<file path="config.mk">
export PLATFORM = sky130hd
export DESIGN_NAME = dmem_arbiter_flat
export DESIGN_NICKNAME = d
export VERILOG_FILES = /design/src/rtl/dmem_arbiter_if.sv /design/src/rtl/dmem_arbiter.sv /design/src/flat_wrapper.sv
export SDC_FILE = /design/constraint.sdc
export NUM_CORES = 1
export LEC_CHECK = 0
export ABC_AREA = 1
export BUFFER_PORTS_ARGS = -buffer_cell sky130_fd_sc_hd__buf_2
export CAP_MARGIN = 5
export CORE_ASPECT_RATIO = 0.7
export CORE_MARGIN = 2
export CORE_UTILIZATION = 45
export CTS_BUF_LIST = sky130_fd_sc_hd__clkbuf_8
export DETAILED_ROUTE_END_ITERATION = 8
export GPL_TIMING_DRIVEN = 0
export PLACE_DENSITY = 0.76
export SLEW_MARGIN = 40
export SYNTH_ARGS = -nofsm -noshare
export SYNTH_HDL_FRONTEND = slang
export SYNTH_SLANG_ARGS = --single-unit
</file>
<file path="constraint.sdc">
create_clock -name clk -period 4.5 [get_ports clk]
set_input_delay 0.675 -clock clk [delete_from_list [all_inputs] [get_ports clk]]
set_output_delay 0.675 -clock clk [all_outputs]
set_load 0.1 [all_outputs]
</file>
<file path="src/rtl/dmem_arbiter_if.sv">
// Bundle between the two requesters, the data-memory arbiter and the data memory.
// The arbiter connects through the slave modport; requesters and memory use the master modport.
interface dmem_arbiter_if;
  logic        p0_req;
  logic        p0_we;
  logic [31:0] p0_addr;
  logic [31:0] p0_wdata;
  logic [1:0]  p0_size;
  logic        p0_sign;
  logic        p0_done;
  logic        p0_err;
  logic [31:0] p0_rdata;

  logic        p1_req;
  logic        p1_we;
  logic [31:0] p1_addr;
  logic [31:0] p1_wdata;
  logic [1:0]  p1_size;
  logic        p1_sign;
  logic        p1_done;
  logic        p1_err;
  logic [31:0] p1_rdata;

  logic [31:0] address;
  logic [31:0] write_data;
  logic        MemRead;
  logic        MemWrite;
  logic [1:0]  MemDataSize;
  logic        MemDataSign;
  logic [31:0] read_data;

  modport slave (
    input  p0_req, p0_we, p0_addr, p0_wdata, p0_size, p0_sign,
    input  p1_req, p1_we, p1_addr, p1_wdata, p1_size, p1_sign,
    input  read_data,
    output p0_done, p0_err, p0_rdata,
    output p1_done, p1_err, p1_rdata,
    output address, write_data, MemRead, MemWrite, MemDataSize, MemDataSign
  );

  modport master (
    output p0_req, p0_we, p0_addr, p0_wdata, p0_size, p0_sign,
    output p1_req, p1_we, p1_addr, p1_wdata, p1_size, p1_sign,
    output read_data,
    input  p0_done, p0_err, p0_rdata,
    input  p1_done, p1_err, p1_rdata,
    input  address, write_data, MemRead, MemWrite, MemDataSize, MemDataSign
  );
endinterface

</file>
<file path="src/rtl/dmem_arbiter.sv">
// Two-port arbiter for the shared big-endian data memory (CPU port 0, DMA/debug port 1).
// Define DMEM_ARB_RR_EN for round-robin arbitration; otherwise port 0 has fixed priority.
module dmem_arbiter #(
  parameter int ACCESS_CYCLES = 3,
  parameter int MEM_BYTES     = 4096
) (
  input  logic             clk,
  input  logic             reset,
  dmem_arbiter_if.slave    bus,
  output logic             busy,
  output logic             gnt_id,
  output logic [1:0]       state_dbg
);
  // Handshake: a requester raises req with stable fields and holds it until its done
  // pulse (err qualified by done); it drops req the cycle after done. Any req still
  // high when the FSM is back in IDLE is taken as a new request.
  localparam logic [1:0]  IDLE      = 2'd0;
  localparam logic [1:0]  ACCESS    = 2'd1;
  localparam logic [1:0]  DONE      = 2'd2;
  localparam logic [3:0]  CNT_LOAD  = 4'(ACCESS_CYCLES - 1);
  localparam logic [32:0] MEM_LIMIT = 33'(MEM_BYTES);

  logic [1:0]  state;
  logic [3:0]  cnt;
  logic        lat_we;
  logic        lat_sign;
  logic        lat_err;
  logic [31:0] lat_addr;
  logic [31:0] lat_wdata;
  logic [1:0]  lat_size;
  logic [31:0] rdata0;
  logic [31:0] rdata1;

  logic        any_req;
  logic        win;
  logic        win_we;
  logic        win_sign;
  logic [31:0] win_addr;
  logic [31:0] win_wdata;
  logic [1:0]  win_size;
  logic        win_illegal;
  logic [32:0] last_byte;
  logic [31:0] load_val;
  logic        in_access;
  logic        in_done;

  assign any_req = bus.p0_req | bus.p1_req;

`ifdef DMEM_ARB_RR_EN
  // rr_ptr names the port that wins a tie; it flips away from every granted port.
  logic rr_ptr;

  assign win = (bus.p0_req & bus.p1_req) ? rr_ptr : bus.p1_req;

  always_ff @(posedge clk or posedge reset) begin
    if (reset) begin
      rr_ptr <= 1'b0;
    end else if (state == IDLE && any_req) begin
      rr_ptr <= ~win;
    end
  end
`else
  assign win = ~bus.p0_req & bus.p1_req;
`endif

  always_comb begin
    win_we    = win ? bus.p1_we    : bus.p0_we;
    win_sign  = win ? bus.p1_sign  : bus.p0_sign;
    win_addr  = win ? bus.p1_addr  : bus.p0_addr;
    win_wdata = win ? bus.p1_wdata : bus.p0_wdata;
    win_size  = win ? bus.p1_size  : bus.p0_size;
  end

  // 33-bit end address so accesses near 2^32 cannot wrap into range.
  always_comb begin
    last_byte   = {1'b0, win_addr};
    win_illegal = 1'b0;
    case (win_size)
      2'b11: begin
        last_byte   = {1'b0, win_addr} + 33'd3;
        win_illegal = (win_addr[1:0] != 2'b00);
      end
      2'b10: begin
        last_byte   = {1'b0, win_addr} + 33'd1;
        win_illegal = win_addr[0];
      end
      2'b01:   win_illegal = 1'b0;
      default: win_illegal = 1'b1;
    endcase
    if (last_byte >= MEM_LIMIT) win_illegal = 1'b1;
  end

  // Re-extending the low lanes is harmless if the memory already sized the data.
  always_comb begin
    case (lat_size)
      2'b01:   load_val = {{24{lat_sign & bus.read_data[7]}}, bus.read_data[7:0]};
      2'b10:   load_val = {{16{lat_sign & bus.read_data[15]}}, bus.read_data[15:0]};
      default: load_val = bus.read_data;
    endcase
  end

  always_ff @(posedge clk or posedge reset) begin
    if (reset) begin
      state     <= IDLE;
      cnt       <= 4'd0;
      lat_we    <= 1'b0;
      lat_sign  <= 1'b0;
      lat_err   <= 1'b0;
      lat_addr  <= 32'd0;
      lat_wdata <= 32'd0;
      lat_size  <= 2'b00;
      gnt_id    <= 1'b0;
      rdata0    <= 32'd0;
      rdata1    <= 32'd0;
    end else begin
      case (state)
        IDLE: begin
          if (any_req) begin
            gnt_id    <= win;
            lat_we    <= win_we;
            lat_sign  <= win_sign;
            lat_addr  <= win_addr;
            lat_wdata <= win_wdata;
            lat_size  <= win_size;
            lat_err   <= win_illegal;
            if (win_illegal) begin
              state <= DONE;
            end else begin
              state <= ACCESS;
              cnt   <= CNT_LOAD;
            end
          end
        end
        ACCESS: begin
          if (cnt == 4'd0) begin
            if (!lat_we) begin
              if (gnt_id) rdata1 <= load_val;
              else        rdata0 <= load_val;
            end
            state <= DONE;
          end else begin
            cnt <= cnt - 4'd1;
          end
        end
        DONE:    state <= IDLE;
        default: state <= IDLE;
      endcase
    end
  end

  assign in_access = (state == ACCESS);
  assign in_done   = (state == DONE);

  assign bus.address     = in_access ? lat_addr  : 32'd0;
  assign bus.write_data  = in_access ? lat_wdata : 32'd0;
  assign bus.MemDataSize = in_access ? lat_size  : 2'b00;
  assign bus.MemDataSign = in_access & lat_sign;
  assign bus.MemRead     = in_access & ~lat_we;
  assign bus.MemWrite    = in_access & lat_we;

  assign bus.p0_done  = in_done & ~gnt_id;
  assign bus.p1_done  = in_done & gnt_id;
  assign bus.p0_err   = in_done & ~gnt_id & lat_err;
  assign bus.p1_err   = in_done & gnt_id & lat_err;
  assign bus.p0_rdata = rdata0;
  assign bus.p1_rdata = rdata1;

  assign busy      = (state != IDLE);
  assign state_dbg = state;
endmodule

</file>
<file path="src/flat_wrapper.sv">
// flat-port wrapper written by rule: the top's interface ports become plain ports
module dmem_arbiter_flat 
#(
  parameter int ACCESS_CYCLES = 3,
  parameter int MEM_BYTES     = 4096
)
  (clk, reset, busy, gnt_id, state_dbg, bus_p0_req, bus_p0_we, bus_p0_addr, bus_p0_wdata, bus_p0_size, bus_p0_sign, bus_p1_req, bus_p1_we, bus_p1_addr, bus_p1_wdata, bus_p1_size, bus_p1_sign, bus_read_data, bus_p0_done, bus_p0_err, bus_p0_rdata, bus_p1_done, bus_p1_err, bus_p1_rdata, bus_address, bus_write_data, bus_MemRead, bus_MemWrite, bus_MemDataSize, bus_MemDataSign);
  dmem_arbiter_if bus_i ();
  input  logic clk;
  input  logic reset;
  output logic busy;
  output logic gnt_id;
  output logic [1:0] state_dbg;
  input wire logic [$bits(bus_i.p0_req)-1:0] bus_p0_req;
  input wire logic [$bits(bus_i.p0_we)-1:0] bus_p0_we;
  input wire logic [$bits(bus_i.p0_addr)-1:0] bus_p0_addr;
  input wire logic [$bits(bus_i.p0_wdata)-1:0] bus_p0_wdata;
  input wire logic [$bits(bus_i.p0_size)-1:0] bus_p0_size;
  input wire logic [$bits(bus_i.p0_sign)-1:0] bus_p0_sign;
  input wire logic [$bits(bus_i.p1_req)-1:0] bus_p1_req;
  input wire logic [$bits(bus_i.p1_we)-1:0] bus_p1_we;
  input wire logic [$bits(bus_i.p1_addr)-1:0] bus_p1_addr;
  input wire logic [$bits(bus_i.p1_wdata)-1:0] bus_p1_wdata;
  input wire logic [$bits(bus_i.p1_size)-1:0] bus_p1_size;
  input wire logic [$bits(bus_i.p1_sign)-1:0] bus_p1_sign;
  input wire logic [$bits(bus_i.read_data)-1:0] bus_read_data;
  output wire logic [$bits(bus_i.p0_done)-1:0] bus_p0_done;
  output wire logic [$bits(bus_i.p0_err)-1:0] bus_p0_err;
  output wire logic [$bits(bus_i.p0_rdata)-1:0] bus_p0_rdata;
  output wire logic [$bits(bus_i.p1_done)-1:0] bus_p1_done;
  output wire logic [$bits(bus_i.p1_err)-1:0] bus_p1_err;
  output wire logic [$bits(bus_i.p1_rdata)-1:0] bus_p1_rdata;
  output wire logic [$bits(bus_i.address)-1:0] bus_address;
  output wire logic [$bits(bus_i.write_data)-1:0] bus_write_data;
  output wire logic [$bits(bus_i.MemRead)-1:0] bus_MemRead;
  output wire logic [$bits(bus_i.MemWrite)-1:0] bus_MemWrite;
  output wire logic [$bits(bus_i.MemDataSize)-1:0] bus_MemDataSize;
  output wire logic [$bits(bus_i.MemDataSign)-1:0] bus_MemDataSign;
  assign bus_i.p0_req = bus_p0_req;
  assign bus_i.p0_we = bus_p0_we;
  assign bus_i.p0_addr = bus_p0_addr;
  assign bus_i.p0_wdata = bus_p0_wdata;
  assign bus_i.p0_size = bus_p0_size;
  assign bus_i.p0_sign = bus_p0_sign;
  assign bus_i.p1_req = bus_p1_req;
  assign bus_i.p1_we = bus_p1_we;
  assign bus_i.p1_addr = bus_p1_addr;
  assign bus_i.p1_wdata = bus_p1_wdata;
  assign bus_i.p1_size = bus_p1_size;
  assign bus_i.p1_sign = bus_p1_sign;
  assign bus_i.read_data = bus_read_data;
  assign bus_p0_done = bus_i.p0_done;
  assign bus_p0_err = bus_i.p0_err;
  assign bus_p0_rdata = bus_i.p0_rdata;
  assign bus_p1_done = bus_i.p1_done;
  assign bus_p1_err = bus_i.p1_err;
  assign bus_p1_rdata = bus_i.p1_rdata;
  assign bus_address = bus_i.address;
  assign bus_write_data = bus_i.write_data;
  assign bus_MemRead = bus_i.MemRead;
  assign bus_MemWrite = bus_i.MemWrite;
  assign bus_MemDataSize = bus_i.MemDataSize;
  assign bus_MemDataSign = bus_i.MemDataSign;
  dmem_arbiter #(.ACCESS_CYCLES(ACCESS_CYCLES), .MEM_BYTES(MEM_BYTES)) u_core (.clk(clk), .reset(reset), .bus(bus_i), .busy(busy), .gnt_id(gnt_id), .state_dbg(state_dbg));
endmodule
</file>
==> run summary, run 1 <==
CP required = 4.86 ns
Drt initial violations = 889
Syn_area_per_cell = 7.210 um2
Die ar. = 18770 um2
Syn_nets = 1281
Power per cell area = 824.4 nW/um2
Total Wirelength = 26.93 mm
Post-synth top area cell = dfrtp_1
GP Congestion = 0.9446
Vias in the first global route = 8304
Clk Latency, worst-skew pair = 0.47 ns
Post-placement cell count = 1646
Lkg Pwr = 5.329 nW
Fmax = 286.7 MHz
Ys Warns = 0
First-pass GRT wire length = 42.05 mm
Max-slew violations = 0
Core area = 17220 um2
Mapped Area = 7953 um2
Overflow after GRT = 0
Top cells by count, synth = 260 x nand2_1, 203 x nor2_1, 140 x dfrtp_1, 123 x inv_1, 82 x o21ai_0
Worst Path Class, Setup = primary input to register
Start of the worst register-to-register path = u_core.state_dbg[0]
Final min period = 3.488 ns
Post-synthesis sequential area ratio = 44.05%
Post-DR wirelength/cell = 16.05 um
Layout cells sized above 1 = 28.89%
DP Area = 9846 um2
Synth-to-layout area growth = 28.84%
Post-synth EDFFs = 0
Top cells by area, synth = dfrtp_1 44%, nand2_1 12%, nor2_1 9.6%
H-tree depth = 4
FFs w/ async S/R, synth = 100.0%
Port Buffers = 311
Worst vdd ir = 0.6621 mV
Final setup vio count = 0
Critical Path Source Type = primary input
Initial Util = 46.19%
Rel. slew slack = 59.33%
Antenna Violating Nets Remaining = 0
Setup Fix Bufs, Post-CTS = 0
Final cell count without fillers = 1678
Largest net degree at the start of global routing = 73
Antenna cell count = 0
CTS resizes = 0
Ys flop type = dfrtp_1
Max Cap Viol = 0
DRC violation count after routing = 0
Pwr Total = 8.447 mW
Vias = 8782
Worst r2r dst = u_core.bus.p1_rdata[19]
Die width = 162.9 um
Most frequent CP cell = nand2_1
Total GRT Usage = 28.57%
IO Pins = 313
Initial antenna violation count = 1
RSZ-0062 raised after global routing = no
#FFs+latches synth = 140
Clk sinks = 140
Worst-margin pin slew = 0.6085 ns
Post-Syn Instances = 1103
Yosys cell types = 35
NumNets Final = 1612
Detail Placement HPWL = 20.85 mm
Layout Skew = 0.01624 ns
Total CTS buffers = 17
Outcome = finished clean
Max Root-Sink Buffers = 2
Die height = 115.2 um
# hold bufs at CTS = 0
Endpoints failing hold = 0
CP max stage delay = 0.47 ns
CP Max Fanout = 10
Via density = 5.234
Worst path cell trace = buf_6 -> inv_2 -> nor2_2 -> buf_6 -> clkbuf_1 -> nand2_1 -> nand2_1 -> inv_1 -> fa_1 -> nor2_4 -> nand2_1 -> nor2_4 -> nand2_1 -> nand2_1 -> inv_1 -> nor2_1 -> nand2_1 -> nor2_2 -> nand3_2 -> o21ai_4 -> nand2_2 -> nand2_1 -> nand2_1
Hold/Removal Path Class = primary input to asynchronous set/reset pin
FF-to-FF path depth = 8
Arr. time, crit path = 3.84 ns
Drt first pass iters = 7
Rows = 40
Worst Path Buf+Inv = 6
Clock root cell = clkbuf_8
Slowest cell on crit path = fa_1
Final worst-path cycle share = 77.51%
CTS clk-pin slew, worst paths = 0.09 ns
R2R Setup Slk = 1.49 ns
Setup crit end kind = register
Fin area = 10250 um2
CTS tree = yes
Critical path's top delay family = simple AND/OR/NAND/NOR gates
Most frequent cell after synthesis = nand2_1
Layout fillers = 1644
Top cell type's share of synthesized area = 44.05%
worst register-to-register path: cells and delay by family, from the launching register on:
family,cells,cell delay (ns)
AO/OA/AOI/OAI,1,0.19
AND/OR/NAND/NOR,3,1.01
buffers and inverters,4,1.31
flip-flops,1,0.35
worst max path at each step:
stage / start / slack, ns / to / depth (start not counted)
floorplan: reset / 0.07 / u_core.bus.p0_rdata[0] / 1
global placement: reset / -1.58 / u_core.bus.p1_rdata[11] / 2
detailed placement: bus_p1_req / 0.58 / u_core.cnt[1] / 23
CTS: bus_p1_req / 1.08 / u_core.cnt[1] / 23
global route: bus_p1_req / 0.68 / u_core.cnt[1] / 23
finish: bus_p1_req / 1.01 / u_core.cnt[1] / 23
power breakdown:
group          leakage [nW]  switching, mW  internal, mW
Sequential             1.62          0.244          1.83
Combinational          3.51           4.46         0.874
Clock                 0.198          0.610         0.424
Total                  5.33           5.31          3.13
through the flow:
step | utilization (%) | hold slack, ns | setup slack (ns) | TNS [ns]
floorplan | - | 0.4642 | 0.07213 | 0
global placement | 56.98 | 0.4483 | -1.583 | -219.96
detailed placement | 57.19 | 0.4551 | 0.5781 | 0
CTS | 59.51 | 0.2720 | 1.075 | 0
global route | 59.51 | 0.2887 | 0.6762 | 0
finish | 59.51 | 0.2440 | 1.012 | 0
flip-flops by register name, indices dropped and copies added (netlist names):
register and flops:
u_core.bus.p0_rdata 32, u_core.bus.p1_rdata 32, u_core.cnt 4, u_core.gnt_id 1, u_core.lat_addr 32, u_core.lat_err 1, u_core.lat_sign 1, u_core.lat_size 2
u_core.lat_wdata 32, u_core.lat_we 1, u_core.state_dbg 2
layout by cell type (no fill, tap or decap), types with 2 or more instances in the layout:
cell type	synthesis	layout
clkinv_8	0	2
and2_1	2	2
mux2_2	8	8
clkbuf_1	43	43
nand3_2	3	3
nand2_1	260	260
a31oi_1	49	49
clkbuf_8	0	17
nor2_1	203	203
o21ai_0	82	82
buf_4	4	4
dfrtp_1	140	140
o21ai_1	2	2
clkinvlp_4	0	2
nor2_4	6	6
nand2_2	26	26
buf_6	5	5
buf_2	2	313
nor2_2	10	10
nand3_1	56	56
inv_1	123	122
buf_1	5	5
nor4_2	0	2
nand4_1	7	7
nand3b_1	6	6
o22ai_1	34	34
a21oi_1	5	5
ha_1	5	5
inv_6	0	3
inv_8	0	7
nor3_1	5	5
logic make-up after synthesis:
kind of cell / count (synthesis) / synth area share, %
buffers and inverters: 185 / 9.597
DFF: 140 / 44.05
muxes: 8 / 1.133
xor gates and xnor gates: 1 / 0.1102
AOI/OAI and AO/OA: 175 / 12.55
and+or+nand+nor: 588 / 31.51
adders and majority gates: 6 / 1.038
cell type report:
class / count / area [um2] / share of cell area (%)
clock inverter: 15 / 166.4 / 1.624
tap: 231 / 289.0 / 2.821
clock buffer: 17 / 234.0 / 2.284
multi-input combinational: 778 / 3699 / 36.10
sequential: 140 / 3503 / 34.19
buffer: 60 / 291.5 / 2.845
timing repair buffer: 312 / 1584 / 15.46
inverter: 125 / 479.2 / 4.677
metal layers:
metal | part of all wire [%] | vias up | wire length, um | global-route usage (%)
met5 | 0.048 | - | 13 | 0
met1 | 44 | 4092 | 11970 | 39.35
met2 | 45 | 434 | 12210 | 46.47
li1 | - | 4197 | - | -
met3 | 8.0 | 57 | 2159 | 5.664
met4 | 2.1 | 2 | 579 | 7.670
No activity file was read; power rests on OpenSTA's default activity.
==> run 2, diff against run 1 <==
--- a/config.mk
+++ b/config.mk
@@ -5,7 +5,7 @@
 export SDC_FILE = /design/constraint.sdc
 export NUM_CORES = 1
 export LEC_CHECK = 0
-export ABC_AREA = 1
+export ABC_AREA = 0
 export BUFFER_PORTS_ARGS = -buffer_cell sky130_fd_sc_hd__buf_2
 export CAP_MARGIN = 5
 export CORE_ASPECT_RATIO = 0.7
@@ -14,7 +14,7 @@
 export CTS_BUF_LIST = sky130_fd_sc_hd__clkbuf_8
 export DETAILED_ROUTE_END_ITERATION = 8
 export GPL_TIMING_DRIVEN = 0
-export PLACE_DENSITY = 0.76
+export PLACE_DENSITY = 0.74
 export SLEW_MARGIN = 40
 export SYNTH_ARGS = -nofsm -noshare
 export SYNTH_HDL_FRONTEND = slang
==> constraint.sdc (replaced) <==
create_clock -name clk -period 3.44 [get_ports clk]
set_input_delay 0.516 -clock clk [delete_from_list [all_inputs] [get_ports clk]]
set_output_delay 0.516 -clock clk [all_outputs]
set_load 0.1 [all_outputs]
==> run 2 against run 1 <==
Net effect: the run now ends with setup timing left; sequential cell count did not move; worst hold slack got worse by 0.22 ns; first-iteration DRC count fell by 16%; clock power rose by 29%; synthesized area fell by 4.9%; final cell count fell by 12%; die area fell by 4.8%; register-to-register slack got worse by 0.75 ns; critical path depth fell by 7; routed wire length fell by 1.8%; synthesized cell count fell by 20%; power fell by 51%; largest power group is now registers.
==> run summary, run 2 <==
Mapped Area = 7560 um2
Logic pwr share = 22.8%
Layout cells sized above 1 = 33.95%
First-pass GRT wire length = 41.21 mm
Worst Path Class, Setup = primary input to register
Die width = 158.9 um
Detail Placement HPWL = 20.49 mm
Arr. time, crit path = 4.06 ns
Final Util = 62.80%
Synth-to-layout area growth = 36.20%
Clk Latency, worst-skew pair = 0.45 ns
Drt initial violations = 743
Port Buffers = 310
Ys flop type = dfrtp_1
Worst setup margin = -0.2917 ns
Worst-margin pin slew = 0.6794 ns
Layout Skew = 0.01953 ns
Net Sw Frac = 34.24%
Fin area = 10300 um2
Total Wirelength = 26.44 mm
Critical Path Source Type = primary input
RSZ-0062 raised after global routing = yes
Rows = 39
Overflow after GRT = 0
Post-Syn Instances = 881
Final worst-path cycle share = 108.5%
Layout fillers = 1491
NumNets Final = 1414
Die height = 112.4 um
Met3 routed WL = 2.337 mm
Initial Util = 46.11%
Worst vdd ir = 0.2754 mV
Max Cap Viol = 0
Hold/Removal Path Class = primary input to asynchronous set/reset pin
Lkg Pwr = 5.011 nW
Syn_area_per_cell = 8.581 um2
Ys Warns = 0
Clk sinks = 140
DP Area = 9638 um2
Pwr Total = 4.170 mW
Max layer used = met4
Total GRT Usage = 29.45%
CP Max Fanout = 4
Total CTS buffers = 17
Vias = 7858
Via density = 5.327
Initial antenna violation count = 0
Clk pwr share = 31.9%
Max Root-Sink Buffers = 2
FF-to-FF path depth = 10
Post-synth top area cell = dfrtp_1
Final min period = 3.732 ns
Post-synth EDFFs = 0
Clock root cell = clkbuf_8
Drt first pass iters = 5
Power per cell area = 405.0 nW/um2
Int Power = 2.742 mW
Wl on met1 = 12.01 mm
H-tree depth = 4
Fmax = 268.0 MHz
DRC violation count after routing = 0
IO Pins = 313
Most frequent cells in the layout = 314 x buf_2, 186 x nand2_1, 140 x dfrtp_1
#FFs+latches synth = 140
Largest net degree at the start of global routing = 25
DR WL met2 = 11.70 mm
Top cell type's share of synthesized area = 46.34%
Top cells by count, synth = 187 x nand2_1, 140 x dfrtp_1, 90 x nor2_1, 67 x and2_1, 61 x a21oi_1
Leading cell type in the layout, fill and taps excluded = buf_2
Syn_nets = 1059
Vias in the first global route = 7578
Violated checks = setup timing
Endpoints failing hold = 0
Yosys cell types = 56
CTS tree = yes
Outcome = finished, violations left
Most frequent cell after synthesis = nand2_1
Rel. slew slack = 54.62%
Die ar. = 17870 um2
Net switching power = 1.428 mW
FFs w/ async S/R, synth = 100.0%
Max-slew violations = 0
Final setup vio count = 7
Antenna Violating Nets Remaining = 0
Core area = 16400 um2
GP Congestion = 0.9942
Reg power frac = 45.4%
Setup crit end kind = register
Post-DR wirelength/cell = 17.93 um
Top cells by area, synth = dfrtp_1 46%, nand2_1 9.3%, and2_1 5.5%
Post-synthesis sequential area ratio = 46.34%
CP required = 3.77 ns
CTS clk-pin slew, worst paths = 0.09 ns
# hold bufs at CTS = 0
==> run 2: changes by cell type in the layout (fill, tap and decap cells not counted), moves of 8 or more <==
cell | previous run | this run
nand2_1 | 260 | 186
nand3_1 | 56 | 11
and2_1 | 2 | 67
buf_4 | 4 | 20
mux2_2 | 8 | 18
nand2_2 | 26 | 0
a21oi_1 | 5 | 61
mux2i_1 | 0 | 30
o22ai_1 | 34 | 1
nor2_1 | 203 | 89
o21ai_0 | 82 | 49
nor2_2 | 10 | 2
and3_1 | 0 | 10
inv_1 | 122 | 7
==> run 2: power by group through the flow <==
| stage | combinational (mW) | clock (mW) | sequential, mW |
|---|---|---|---|
| 6_report | 0.949 | 1.33 | 1.89 |
| 2_1_floorplan | 0.529 | 0 | 1.96 |
| 3_3_place_gp | 0.861 | 0 | 1.92 |
| 5_1_grt | 1.04 | 1.42 | 1.91 |
| 3_5_place_dp | 0.903 | 0 | 1.92 |
| 4_1_cts | 0.931 | 1.34 | 1.89 |
==> run 2: layer usage <==
layer | vias to the layer above | global-route usage, %
li1 | 3741 | -
met1 | 3709 | 42.55
met2 | 377 | 45.07
met3 | 31 | 6.800
met4 | 0 | 7.515
met5 | - | 0
==> run 2: worst paths after layout <==
path                                startpoint                      end  slack [ns]
hold reg to reg            u_core.lat_addr[15]      u_core.lat_addr[15]        0.48
setup / recovery                    bus_p0_req            u_core.cnt[2]       -0.29
max in group asynchronous                reset      u_core.lat_wdata[8]        2.47
setup reg to reg            u_core.lat_size[0]  u_core.bus.p1_rdata[24]        0.74
hold / removal                           reset      u_core.lat_addr[14]        0.02
min in group clk              bus_p1_wdata[29]     u_core.lat_wdata[29]        0.31
==> run 2: kinds of logic after synthesis <==
| family | after synthesis | share of synthesized area [%] |
|---|---|---|
| xor+xnor | 6 | 0.6951 |
| fa+ha+maj | 6 | 1.092 |
| flops | 140 | 46.34 |
| compound gates | 190 | 14.68 |
| buf+inv | 67 | 3.641 |
| mux | 53 | 7.415 |
| simple gates | 419 | 26.13 |
==> run 2: timing repair <==
| item | CTS | global route |
|---|---|---|
| gates resized for setup | 16 | 11 |
| setup buffers | 18 | 4 |
| pin swaps | 11 | 9 |
| endpoints found under the setup margin | 7 | 7 |
==> run 2: cell type report <==
cell class / instances / area (um2) / share of cell area, %
Inverter: 9 / 37.54 / 0.3646
Tap cell: 225 / 281.5 / 2.734
Timing Repair Buffer: 339 / 1929 / 18.74
Clock buffer: 17 / 234.0 / 2.272
Buffer: 55 / 272.8 / 2.649
Clock inverter: 15 / 152.6 / 1.483
Sequential cell: 140 / 3503 / 34.03
Antenna cell: 1 / 2.502 / 0.02430
Multi-Input combinational cell: 674 / 3882 / 37.71
==> run 2: critical path, stage by stage <==
cell and delay [ns]:
buf_12 0.10, nand2b_4 0.16, clkbuf_16 0.17, buf_12 0.13, buf_8 0.12, mux2i_4 0.18, fa_2 0.42, nor4b_4 0.24
o211ai_1 0.16, or3_1 0.42, a32oi_2 0.24, nand4_1 0.13, or4_4 0.47, a2111oi_4 0.31, buf_4 0.20, o22ai_2 0.08
==> run 2: stage by stage <==
step | setup slack (ns) | cells | hold slack [ns] | TNS, ns
after global placement | -1.278 | 1416 | 0.4525 | -10.20
after floorplan | -0.4894 | 881 | 0.4374 | -3.189
final | -0.2917 | 1475 | 0.02191 | -1.804
after CTS | -0.3055 | 1471 | 0.01309 | -1.953
after detailed placement | -1.261 | 1423 | 0.4538 | -9.776
after global routing | -0.4387 | 1474 | 0.02124 | -2.802
